File: src/rtl/qarma64_pkg.sv
`default_nettype none
// ============================================================================
// Module  : qarma64_pkg
// Brief   : Shared QARMA-64 tweak tables, cell type and LFSR helpers.
// Revision: 1.0 - initial release
// ============================================================================
package qarma64_pkg;

    // 16 cells of 4 bits; index 0 is the most significant nibble [63:60].
    typedef logic [0:15][3:0] cells_t;

    // Cell i of each table sits at bits [63-4*i -: 4]; value = source cell.
    localparam logic [63:0] PERM_H = 64'h65EF_0123_7CD4_89AB;
    localparam logic [63:0] INV_H  = 64'h4567_B108_CDEF_9A23;

    // Cells touched by the LFSR; cell 0 is bit 15.
    localparam logic [15:0] LFSR_MASK = 16'b1101_1000_1001_0100;

    // Forward cell LFSR: (b3,b2,b1,b0) -> (b0^b1, b3, b2, b1).
    function automatic logic [3:0] omega_fwd(input logic [3:0] c);
        return {c[0] ^ c[1], c[3], c[2], c[1]};
    endfunction

    // Inverse cell LFSR: (b3,b2,b1,b0) -> (b2, b1, b0, b3^b0).
    function automatic logic [3:0] omega_inv(input logic [3:0] c);
        return {c[2], c[1], c[0], c[3] ^ c[0]};
    endfunction

endpackage
`default_nettype wire

File: src/rtl/qarma64_tweak_update.sv
`default_nettype none
// ============================================================================
// Module  : qarma64_tweak_update
// Brief   : One combinational tweak update step, forward (omega o h) or
//           inverse (h^-1 o omega^-1).
// Revision: 1.0 - initial release
// ============================================================================
module qarma64_tweak_update
    import qarma64_pkg::*;
(
    input  logic [63:0] tweak,
    input  logic        inverse,
    output logic [63:0] tweak_upd
);

    cells_t w_in;
    cells_t w_h;      // forward: after ShuffleCellsTweak
    cells_t w_fwd;    // forward: after LFSR cells
    cells_t w_oi;     // inverse: after inverse LFSR cells
    cells_t w_inv;    // inverse: after InvShuffleCellsTweak

    assign w_in = tweak;

    for (genvar i = 0; i < 16; i++) begin : g_cell
        localparam int c_src_h  = int'(PERM_H[63-4*i -: 4]);
        localparam int c_src_hi = int'(INV_H[63-4*i -: 4]);

        assign w_h[i]   = w_in[c_src_h];
        assign w_fwd[i] = LFSR_MASK[15-i] ? omega_fwd(w_h[i]) : w_h[i];
        assign w_oi[i]  = LFSR_MASK[15-i] ? omega_inv(w_in[i]) : w_in[i];
        assign w_inv[i] = w_oi[c_src_hi];
    end

    assign tweak_upd = inverse ? w_inv : w_fwd;

endmodule
`default_nettype wire

File: src/rtl/qarma64_tweak_sched.sv
`default_nettype none
// ============================================================================
// Module  : qarma64_tweak_sched
// Brief   : Iterative QARMA-64 tweak schedule; streams T0..T_ROUNDS per job
//           over a valid/ready handshake.
// Revision: 1.0 - initial release
// ============================================================================
module qarma64_tweak_sched
    import qarma64_pkg::*;
#(
    parameter int ROUNDS = 7,
    parameter int IDX_W  = (ROUNDS > 0) ? $clog2(ROUNDS + 1) : 1
) (
    input  logic             clk,
    input  logic             rst_n,
    input  logic             in_valid,
    output logic             in_ready,
    input  logic [63:0]      in_tweak,
    input  logic             in_inverse,
    output logic             out_valid,
    input  logic             out_ready,
    output logic [63:0]      out_tweak,
    output logic [IDX_W-1:0] out_idx,
    output logic             out_last,
    output logic             busy
);

    typedef enum logic [0:0] {
        IDLE = 1'b0,
        RUN  = 1'b1
    } state_t;

    localparam logic [IDX_W-1:0] c_last_idx = IDX_W'(ROUNDS);

    state_t           r_state;
    state_t           w_state_nxt;
    logic [63:0]      r_tweak;
    logic             r_inv;
    logic [IDX_W-1:0] r_idx;
    logic [63:0]      w_tweak_upd;
    logic             w_accept;
    logic             w_step;
    logic             w_at_last;

    qarma64_tweak_update u_update (
        .tweak     (r_tweak),
        .inverse   (r_inv),
        .tweak_upd (w_tweak_upd)
    );

    // Next-state decode and handshake outputs.
    always_comb begin
        w_state_nxt = r_state;
        in_ready    = 1'b0;
        out_valid   = 1'b0;
        busy        = 1'b0;
        w_accept    = 1'b0;
        w_step      = 1'b0;
        w_at_last   = (r_idx == c_last_idx);
        case (r_state)
            IDLE: begin
                in_ready = 1'b1;
                if (in_valid) begin
                    w_accept    = 1'b1;
                    w_state_nxt = RUN;
                end
            end
            RUN: begin
                out_valid = 1'b1;
                busy      = 1'b1;
                if (out_ready) begin
                    if (w_at_last) begin
                        w_state_nxt = IDLE;
                    end else begin
                        w_step = 1'b1;
                    end
                end
            end
            default: w_state_nxt = IDLE;
        endcase
        out_last = w_at_last && out_valid;
    end

    // State, tweak register and round counter.
    always_ff @(posedge clk) begin
        if (!rst_n) begin
            r_state <= IDLE;
            r_tweak <= '0;
            r_inv   <= 1'b0;
            r_idx   <= '0;
        end else begin
            r_state <= w_state_nxt;
            if (w_accept) begin
                r_tweak <= in_tweak;
                r_inv   <= in_inverse;
                r_idx   <= '0;
            end else if (w_step) begin
                r_tweak <= w_tweak_upd;
                r_idx   <= r_idx + 1'b1;
            end
        end
    end

    assign out_tweak = r_tweak;
    assign out_idx   = r_idx;

endmodule
`default_nettype wire

File: config.mk
export PLATFORM = sky130hd
export DESIGN_NAME = qarma64_tweak_sched
export DESIGN_NICKNAME = d
export VERILOG_FILES = /design/src/rtl/qarma64_pkg.sv /design/src/rtl/qarma64_tweak_update.sv /design/src/rtl/qarma64_tweak_sched.sv
export SDC_FILE = /design/constraint.sdc
export NUM_CORES = 1
export LEC_CHECK = 0
export BUFFER_PORTS_ARGS = -buffer_cell sky130_fd_sc_hd__buf_2
export CORE_ASPECT_RATIO = 0.9
export CORE_UTILIZATION = 35
export CTS_CLUSTER_SIZE = 20
export DETAILED_ROUTE_END_ITERATION = 8
export SYNTH_ARGS = -nofsm -noshare
export SYNTH_HDL_FRONTEND = slang
export SYNTH_SLANG_ARGS = --single-unit
File: constraint.sdc
create_clock -name clk -period 3.3 [get_ports clk]
set_input_delay 0.825 -clock clk [delete_from_list [all_inputs] [get_ports clk]]
set_output_delay 0.825 -clock clk [all_outputs]
set_load 0.02 [all_outputs]
======== Yosys cells after proc, flatten, opt, wreduce, memory -nomap -nowiden ========
Index checks and enable logic that the tools add are counted.
operators by class
  multiplexer cells ....................... 12
  eq/ne operators ......................... 1
  reductions and logical operators ........ 3
  bitwise gates (word level) .............. 16
  add/sub/neg operators ................... 1
operators by type and width
  cell                                                           count
  64-bit two-way mux                                             3
  1-bit XOR                                                      14
  1-bit two-way mux                                              8
  3-bit by 1-bit adder with 3-bit output, second input constant  1
  3-bit == test, second input constant                           1
  1-bit inverter                                                 2
  1-bit one-hot mux with 2 select lines                          1
  2-bit nonzero test                                             1
  2-bit OR reduction                                             1
  1-bit logical AND                                              1
storage, ports and cells
  bits in registers ....................... 69
  word-level logic and storage cells ...... 37
  bits of input ports ..................... 69
  output and inout port bits .............. 71

======== Depth between registers and ports, before layout ========
Gate-level depths: netlist of the first run.
  depth after elaboration ................. 6
  depth in mapped cells ................... 7
  mapped depth without buffers ............ 5

======== Cells and area by module ========
From an unflattened synthesis of the first run, not the netlist that was laid out.
unflattened totals
  cell total of the unflattened synthesis .. 478
  area total of the unflattened synthesis .. 3797.4 um^2
by module, submodules not included
  module                instances  area each (um^2)  cells each  seq. area each (um^2)
  qarma64_tweak_sched   1          2925.3            378         1381.3
  qarma64_tweak_update  1          872.1             100         0.0

======== Worst setup path after synthesis of the first run ========
OpenSTA, ideal clock, no wires.
  kind .................................... register to output
  start ................................... register r_idx[0] (netlist: out_idx[0])
  end ..................................... output port out_last
  path buffers ............................ 0
  data arrival time ....................... 1.028 ns
  stages on the path, launching flop included .. 4
  required time ........................... 2.475 ns
  path slack .............................. 1.447 ns
  cells stage by stage .................... dfxtp_1 -> ha_1 -> ha_1 -> and2_1
on the way
  word-level cells in the longest chain between the ends .. 2
RTL lines
  element                 RTL line                   RTL
  start, declared         qarma64_tweak_sched.sv:39  logic [IDX_W-1:0] r_idx;
  start signal, assigned  qarma64_tweak_sched.sv:99  r_idx <= r_idx + 1'b1;
  3-bit == test           qarma64_tweak_sched.sv:59  w_at_last = (r_idx == c_last_idx);
  1-bit logical AND       qarma64_tweak_sched.sv:81  out_last = w_at_last && out_valid;
  end, declared           qarma64_tweak_sched.sv:24  output logic out_last,
No other way between the ends.

======== Worst setup path in the final report of the first run ========
  start ................................... register r_idx[0] (netlist: out_idx[0])
  end ..................................... register r_tweak[55] (netlist: out_tweak[55])
on the way
  word-level cells in the longest chain between the ends .. 5
RTL lines
  element                              RTL line                   RTL
  3-bit == test                        qarma64_tweak_sched.sv:59
  1-bit two-way mux                    qarma64_tweak_sched.sv:72  if (w_at_last) begin
  1-bit two-way mux                    qarma64_tweak_sched.sv:71  if (out_ready) begin
  1-bit two-way mux                    qarma64_tweak_sched.sv:60  case (r_state)
  2-bit nonzero test (no source line)  --
  end signal, assigned                 qarma64_tweak_sched.sv:94  r_tweak <= in_tweak;
  end signal, assigned                 qarma64_tweak_sched.sv:98  r_tweak <= w_tweak_upd;
  end, declared                        qarma64_tweak_sched.sv:37  logic [63:0] r_tweak;
No other way between the ends.
A chain may end at the register's enable or synchronous reset.

==> impl_results.md, run 1 <==
- CTS resizes: 0
- GRT overflow: 0
- Clk root buf: clkbuf_16
- Synth Area in Compound Gates: 0.173
- Final hold slack: 0.543 ns
- First-pass GRT wire length: around 17000 um
- Setup Buffers After CTS: 0
- CTS Sinks: just under 70
- DR WL/cell: 17.9 um
- Detailed-placement wirelength estimate: ~7700 um
- Max-cap violations: 0
- Fraction of layout cells with a size suffix above 1: 0.459
- Startpoint Class: flop
- Final setup TNS: 0 ns
- Final setup vio count: 0
- Die area: approximately 11000 um^2
- Area contributors post-synth: dfxtp_1, mux2i_1, mux2_2, o2bb2ai_1, xor2_1
- Commonest non-fill, non-tap cell in the layout: buf_2
- Register area: 1390 um^2
- CTS Buf Count: 9
- RSZ-0062 raised after global routing: false
- Post-Route Skew: between 0.007 and 0.008 ns
- Layout area overhead: 26.4%
- Syn nets: just over 400
- Total global routing track utilization: 0.198
- CP Max Fanout: 26
- FMAX: 0.446 GHz
- Fin. Hold Viols: 0
- Slowest stage delay, CP: roughly 0.6 ns
- Final ANT Viol Nets: 0
- IO buf count: 139
- Fin crit share: 0.680
- Min-Delay Path Class: reg -> reg
- Worst setup path class: reg -> reg
- Final GP Congestion: 0.746
- Clk_lat worst skew: between 0.3 and 0.4 ns
- Worst Path Arrival: 2.43 ns
- Worst Tran Pin Value: ~0.93 ns
- Vias in the first global route: between 3000 and 4000
- Antenna Cells: 0
- CP Cell Sequence: ha_1 -> ha_1 -> and3b_4 -> buf_4 -> mux2i_1 -> o2bb2ai_1
- Routed wire length: 10800 um
- Element type at the critical path end: flop
- Post-synth top area cell: dfxtp_1
- CORE AREA: between 10000 and 15000 um^2
- Commonest non-fill, non-tap cells in the layout: buf_2, dfxtp_1, mux2i_1
- Post-Synth Simple-Gate Area: 0.0361
- Yosys warns: 0
- Yosys top cell area share: 0.369
- Filler Cell Count: 1030
- DRC violations left: 18
- Via density: around 5.3
- Post-Syn Area per Cell: about 11 um^2
- CTS tree: yes
- Die span in y: 100 um
- Worst setup margin: around 1.1 ns
- Row cnt: 35
- PD cells: roughly 490 nW/um^2
- Peak VDD IR: about 0.00021 V
- Die Width: between 100 and 150 um
- Largest net degree at the start of global routing: 67
- Sequential share of the synthesized area: 0.369
- Synthesized instance count: around 340
- Count of different cell masters after synthesis: 28
- Worst slew margin: 0.379
- Max clock buf depth: 2
- Mux contribution to synthesized area: 0.324
- Initial drt markers: approximately 190
- Hold buffers post-CTS: 0
- Worst path required time: roughly 3.5 ns
- Slowest stage cell, crit path: and3b_4
- # IOs: 140
- Status: finished, violations left
- Initial antenna violation count: 1
- Initial Utilization: 0.362
- Yosys reg bits: between 60 and 70
- Post-Synth XOR/XNOR Area: 0.0328
- Period minus WS final: 2.24 ns
- Failing checks: DRC
- Htree depth: 3
- Largest family of logic cells by synthesized area: multiplexers
- Post-synthesis cell area: 3740 um^2
- Adder-cell share of the synthesized area: 0.00669
- Multi-input logic area: between 2000 and 2500 um^2
- Clock-pin slew on the worst setup and hold paths: ~0.06 ns
- Via count: 3152
- CP dominant cell by count: ha_1
- Fin nets: between 500 and 600
- Dpl ws: 0.972 ns
- First-pass iteration count of the detailed router: 7
- Total power: roughly 2.3 mW
- Leakage power total: approximately 2.0 nW
- Final Max Tran Viols: 0
==> critical path: cells and delay by family, from the launching register on <==
family / cells / cell delay [ns]
buffers and inverters: 1 / 0.42
adders and majority gates: 2 / 0.41
and+or+nand+nor: 1 / 0.60
AOI/OAI and AO/OA: 1 / 0.09
DFF: 1 / 0.33
muxes: 1 / 0.24
==> state kept, by name, indices dropped and copies added (netlist names) <==
register and flops:
out_tweak 64, r_state 1, out_idx 3, r_inv 1
==> synth_stat cells <==
master,n
dfxtp_1,69
buf_4,9
and2_1,2
nor2b_1,1
o2bb2ai_1,51
a21bo_2,1
mux2i_1,65
buf_2,7
buf_1,1
nand2b_1,1
o21ai_0,14
xnor2_1,1
a31oi_1,1
and3_1,1
mux2_2,50
o211ai_1,1
a211oi_1,13
inv_1,1
and3b_1,1
clkbuf_1,8
nor3_1,13
buf_6,7
nor2_1,3
xor2_1,13
nand2_1,3
ha_1,2
nand3b_1,1
a21boi_0,1
==> kinds of logic (layout without fill, tap and decap cells) <==
logic type      Yosys count  in the layout
fa+ha+maj                 2              2
mux                     115            115
buf+inv                  33            163
xor+xnor                 14             14
simple gates             26             26
flops                    69             69
compound gates           82             82
==> final timing paths <==
kind                                  from            end  slack [ns]  cells after the start
worst min register to register     r_state        r_state        0.54                      1
worst max register to register  out_idx[0]  out_tweak[55]        1.06                      6
worst min-delay path               r_state        r_state        0.54                      1
worst max-delay path            out_idx[0]  out_tweak[55]        1.06                      6
==> layer usage <==
metal | global-route usage | vias up | wire length [um]
li1 | - | 1549 | -
met1 | 0.274 | 1483 | 5090
met2 | 0.301 | 103 | 4850
met3 | 0.0465 | 15 | 646
met4 | 0.0717 | 2 | 163
met5 | 0 | - | 8
==> power breakdown <==
part / switching (mW) / internal [mW]
clock: 0.365 / 0.524
sequential: 0.0979 / 0.893
combinational: 0.227 / 0.207
==> area by class of cell <==
cell class / instances / area share
multi-input combinational: 239 / 0.454
sequential: 69 / 0.293
timing repair buffer: 146 / 0.161
clock buffer: 11 / 0.0513
tap: 129 / 0.0341
clock inverter: 5 / 0.00582
inverter: 1 / 0.000793
==> through the flow <==
step                utilization  instances  instance area, um^2
finish                    0.458        600                 4730
floorplan                     -        341                 3740
global placement          0.432        584                 4460
detailed placement        0.432        584                 4460
global route              0.458        600                 4730
CTS                       0.458        600                 4730
(Power assumes the default switching activity.)
==> inputs of run 2 (changes only) <==
ABC_AREA = 1   (was unset)
clock period = 1.9 ns   (was 3.3 ns; I/O delays follow)
==> run 2 against run 1 <==
The run now ends clean; clock-buffer cell count shrank 1; non-clock buffer count up 5; critical path type is now reg -> out; largest cell class unchanged; largest power group is now clock; wire length rose by 27%.
==> impl_results.md, run 2 <==
- Status: completed
- Initial drt markers: approximately 350
- Count leader, synth: nand2_1
- Slowest stage delay, CP: approximately 0.33 ns
- Final GP Congestion: between 0.8 and 0.9
- Antenna Cells: 0
- Commonest non-fill, non-tap cell in the layout: nand2_1
- Final ANT Viol Nets: 0
- RSZ-0062 raised after global routing: false
- Yosys top cell area share: 0.332
- Clk_lat worst skew: approximately 0.33 ns
- Initial Utilization: 0.362
- Internal cell power: 3.26 mW
- Final hold slack: approximately 0.45 ns
- Synthesized instance count: roughly 670
- DR WL/cell: ~14 um
- First-pass GRT wire length: around 22000 um
- Leakage power total: ~2.7 nW
- Post-Route Skew: roughly 0.0057 ns
- CORE AREA: between 10000 and 15000 um^2
- Fin. Hold Viols: 0
- Count of different cell masters after synthesis: 20
- # IOs: 140
- Layout area overhead: 28.5%
- CP Cell Sequence: ha_1 -> ha_1 -> nand2_1 -> inv_1 -> buf_2
- Switch Pwr: 1.65 mW
- Worst path required time: 1.42 ns
- Hold buffers post-CTS: 0
- Startpoint Class: flop
- Total power: roughly 4.9 mW
- Sequential power share: 0.364
- Post-Syn Area per Cell: a little over 6 um^2
- Total global routing track utilization: 0.224
- Via density: roughly 4.9
- Row cnt: 37
- Yosys warns: 0
- Logic pwr share: 0.264
- Element type at the critical path end: output port
- Fin nets: around 860
- Switching power share of the total: 0.335
- GRT overflow: 0
- Hold_sp: in_tweak[54]
- Vias in the first global route: 4432
- Fraction of layout cells with a size suffix above 1: 0.254
- Die Width: ~120 um
- Fin crit share: 0.947
- Period minus WS final: ~1.8 ns
- Area contributors post-synth: dfxtp_1, nand2_1, o21ai_0, a21oi_1, inv_1
- Post-synthesis cell area: approximately 4200 um^2
- Max clock buf depth: 2
- DRC violations left: 0
- First-pass iteration count of the detailed router: 5
- Yosys reg bits: 69
- Final setup TNS: 0 ns
- CTS tree: yes
- Min-Delay Path Class: in -> reg
- Syn nets: around 740
- Worst Tran Pin Value: between 0.5 and 0.6 ns
- RR Startpoint: out_idx[0]
- CTS Sinks: 69
- Die span in y: around 110 um
- EDFF count, synth: 0
- Slowest stage cell, crit path: dfxtp_1
- CP dominant cell by count: ha_1
- Clk network pwr share: 0.372
- IO buf count: 139
- PD cells: 920 nW/um^2
- Htree depth: 3
- Sequential share of the synthesized area: 0.332
- Filler Cell Count: about 1300
- Clk root buf: clkbuf_16
- Clock-pin slew on the worst setup and hold paths: ~0.060 ns
- FMAX: around 0.56 GHz
- Initial antenna violation count: 0
- Post-synth top area cell: dfxtp_1
- Largest net degree at the start of global routing: 66
- Worst Path Arrival: 1.32 ns
- CTS Buf Count: 9
- Post-synth top cells: nand2_1, o21ai_0, inv_1
- Detailed-placement wirelength estimate: about 10000 um
- Routed wire length: about 14000 um
- Final Max Tran Viols: 0
- Final setup vio count: 0
- Die area: 12300 um^2
- Peak VDD IR: about 0.00039 V
- Worst slew margin: 0.658
- Via count: between 4000 and 5000
- Worst Setup SP: out_idx[0]
- CP Max Fanout: 4
- Commonest non-fill, non-tap cells in the layout: nand2_1, buf_2, o21ai_0
- Post-synth ARST share: 0
- Max reg flops: between 60 and 70
- Most used DFF post-synth: dfxtp_1
- Worst setup path class: reg -> out
- Max-cap violations: 0
==> run 2: changes by cell type in the layout (fill, tap and decap cells not counted), moves of 51 or more <==
cell / previous run / this run
a21oi_1: 0 / 69
inv_1: 1 / 77
mux2i_1: 65 / 0
nand2_1: 2 / 177
o21ai_0: 14 / 104
o2bb2ai_1: 51 / 0
==> run 2: cell families (layout without fill, tap and decap cells) <==
logic type / count (synthesis) / count (layout) / synth area share
DFF: 69 / 69 / 0.332
and+or+nand+nor: 257 / 257 / 0.257
AOI/OAI and AO/OA: 215 / 215 / 0.272
buffers and inverters: 128 / 248 / 0.132
adders and majority gates: 2 / 2 / 0.00602
==> run 2: area by class of cell <==
class / instances / area (um^2) / area share
clock inverters: 6 / 86.3 / 0.0162
repair buffers: 151 / 886 / 0.166
well taps: 156 / 195 / 0.0366
multi-input cells: 474 / 2240 / 0.421
inverters: 81 / 304 / 0.0570
flip-flops and latches: 69 / 1380 / 0.259
clock buffers: 10 / 239 / 0.0448
==> run 2: per-stage QoR <==
| stage | utilization | area (um^2) | std cells | worst slack (ns) |
|---|---|---|---|---|
| after CTS | 0.464 | 5330 | 947 | 0.101 |
| final | 0.465 | 5340 | 947 | 0.101 |
| after global placement | 0.436 | 5000 | 931 | 0.287 |
| after floorplan | - | 4160 | 671 | 0.275 |
| after global routing | 0.465 | 5340 | 947 | 0.00113 |
| after detailed placement | 0.436 | 5000 | 931 | 0.196 |
==> run 2: power groups by stage <==
stage,registers (mW),logic [mW],clock network (mW)
floorplan,1.94,0.685,0
global placement,1.81,1.27,0
detailed placement,1.81,1.29,0
CTS,1.78,1.30,1.84
global route,1.80,1.46,1.91
finish,1.79,1.30,1.83
==> run 2: what timing repair did <==
action / in CTS / in global routing
resized for setup: 0 / 1
endpoints found under the setup margin: 0 / 1
buffers inserted: 0 / 0
endpoints found under the hold margin: 0 / 0
==> run 2: path summary, 6_finish.rpt <==
kind	end	slack, ns	cells after the start
worst max-delay path	out_last	0.10	5
worst min-delay path	out_tweak[54]	0.45	3
worst max register to register	out_tweak[63]	0.18	10
worst min register to register	out_idx[1]	0.49	2
==> run 2: metal layers <==
metal	vias up	GRT usage	wire length (um)	part of all wire
met5	-	0	0	0
met4	0	0.0497	113	0.0083
met3	11	0.0431	962	0.071
met2	170	0.349	5980	0.44
met1	2110	0.318	6570	0.48
li1	2385	-	-	-
==> run 2: worst max-delay path, delay by kind of cell, from the launching register on <==
kind | cells | cell delay (ns)
AND/OR/NAND/NOR | 1 | 0.07
buffers and inverters | 2 | 0.18
flip-flops | 1 | 0.33
adder cells (fa/ha/maj) | 2 | 0.42
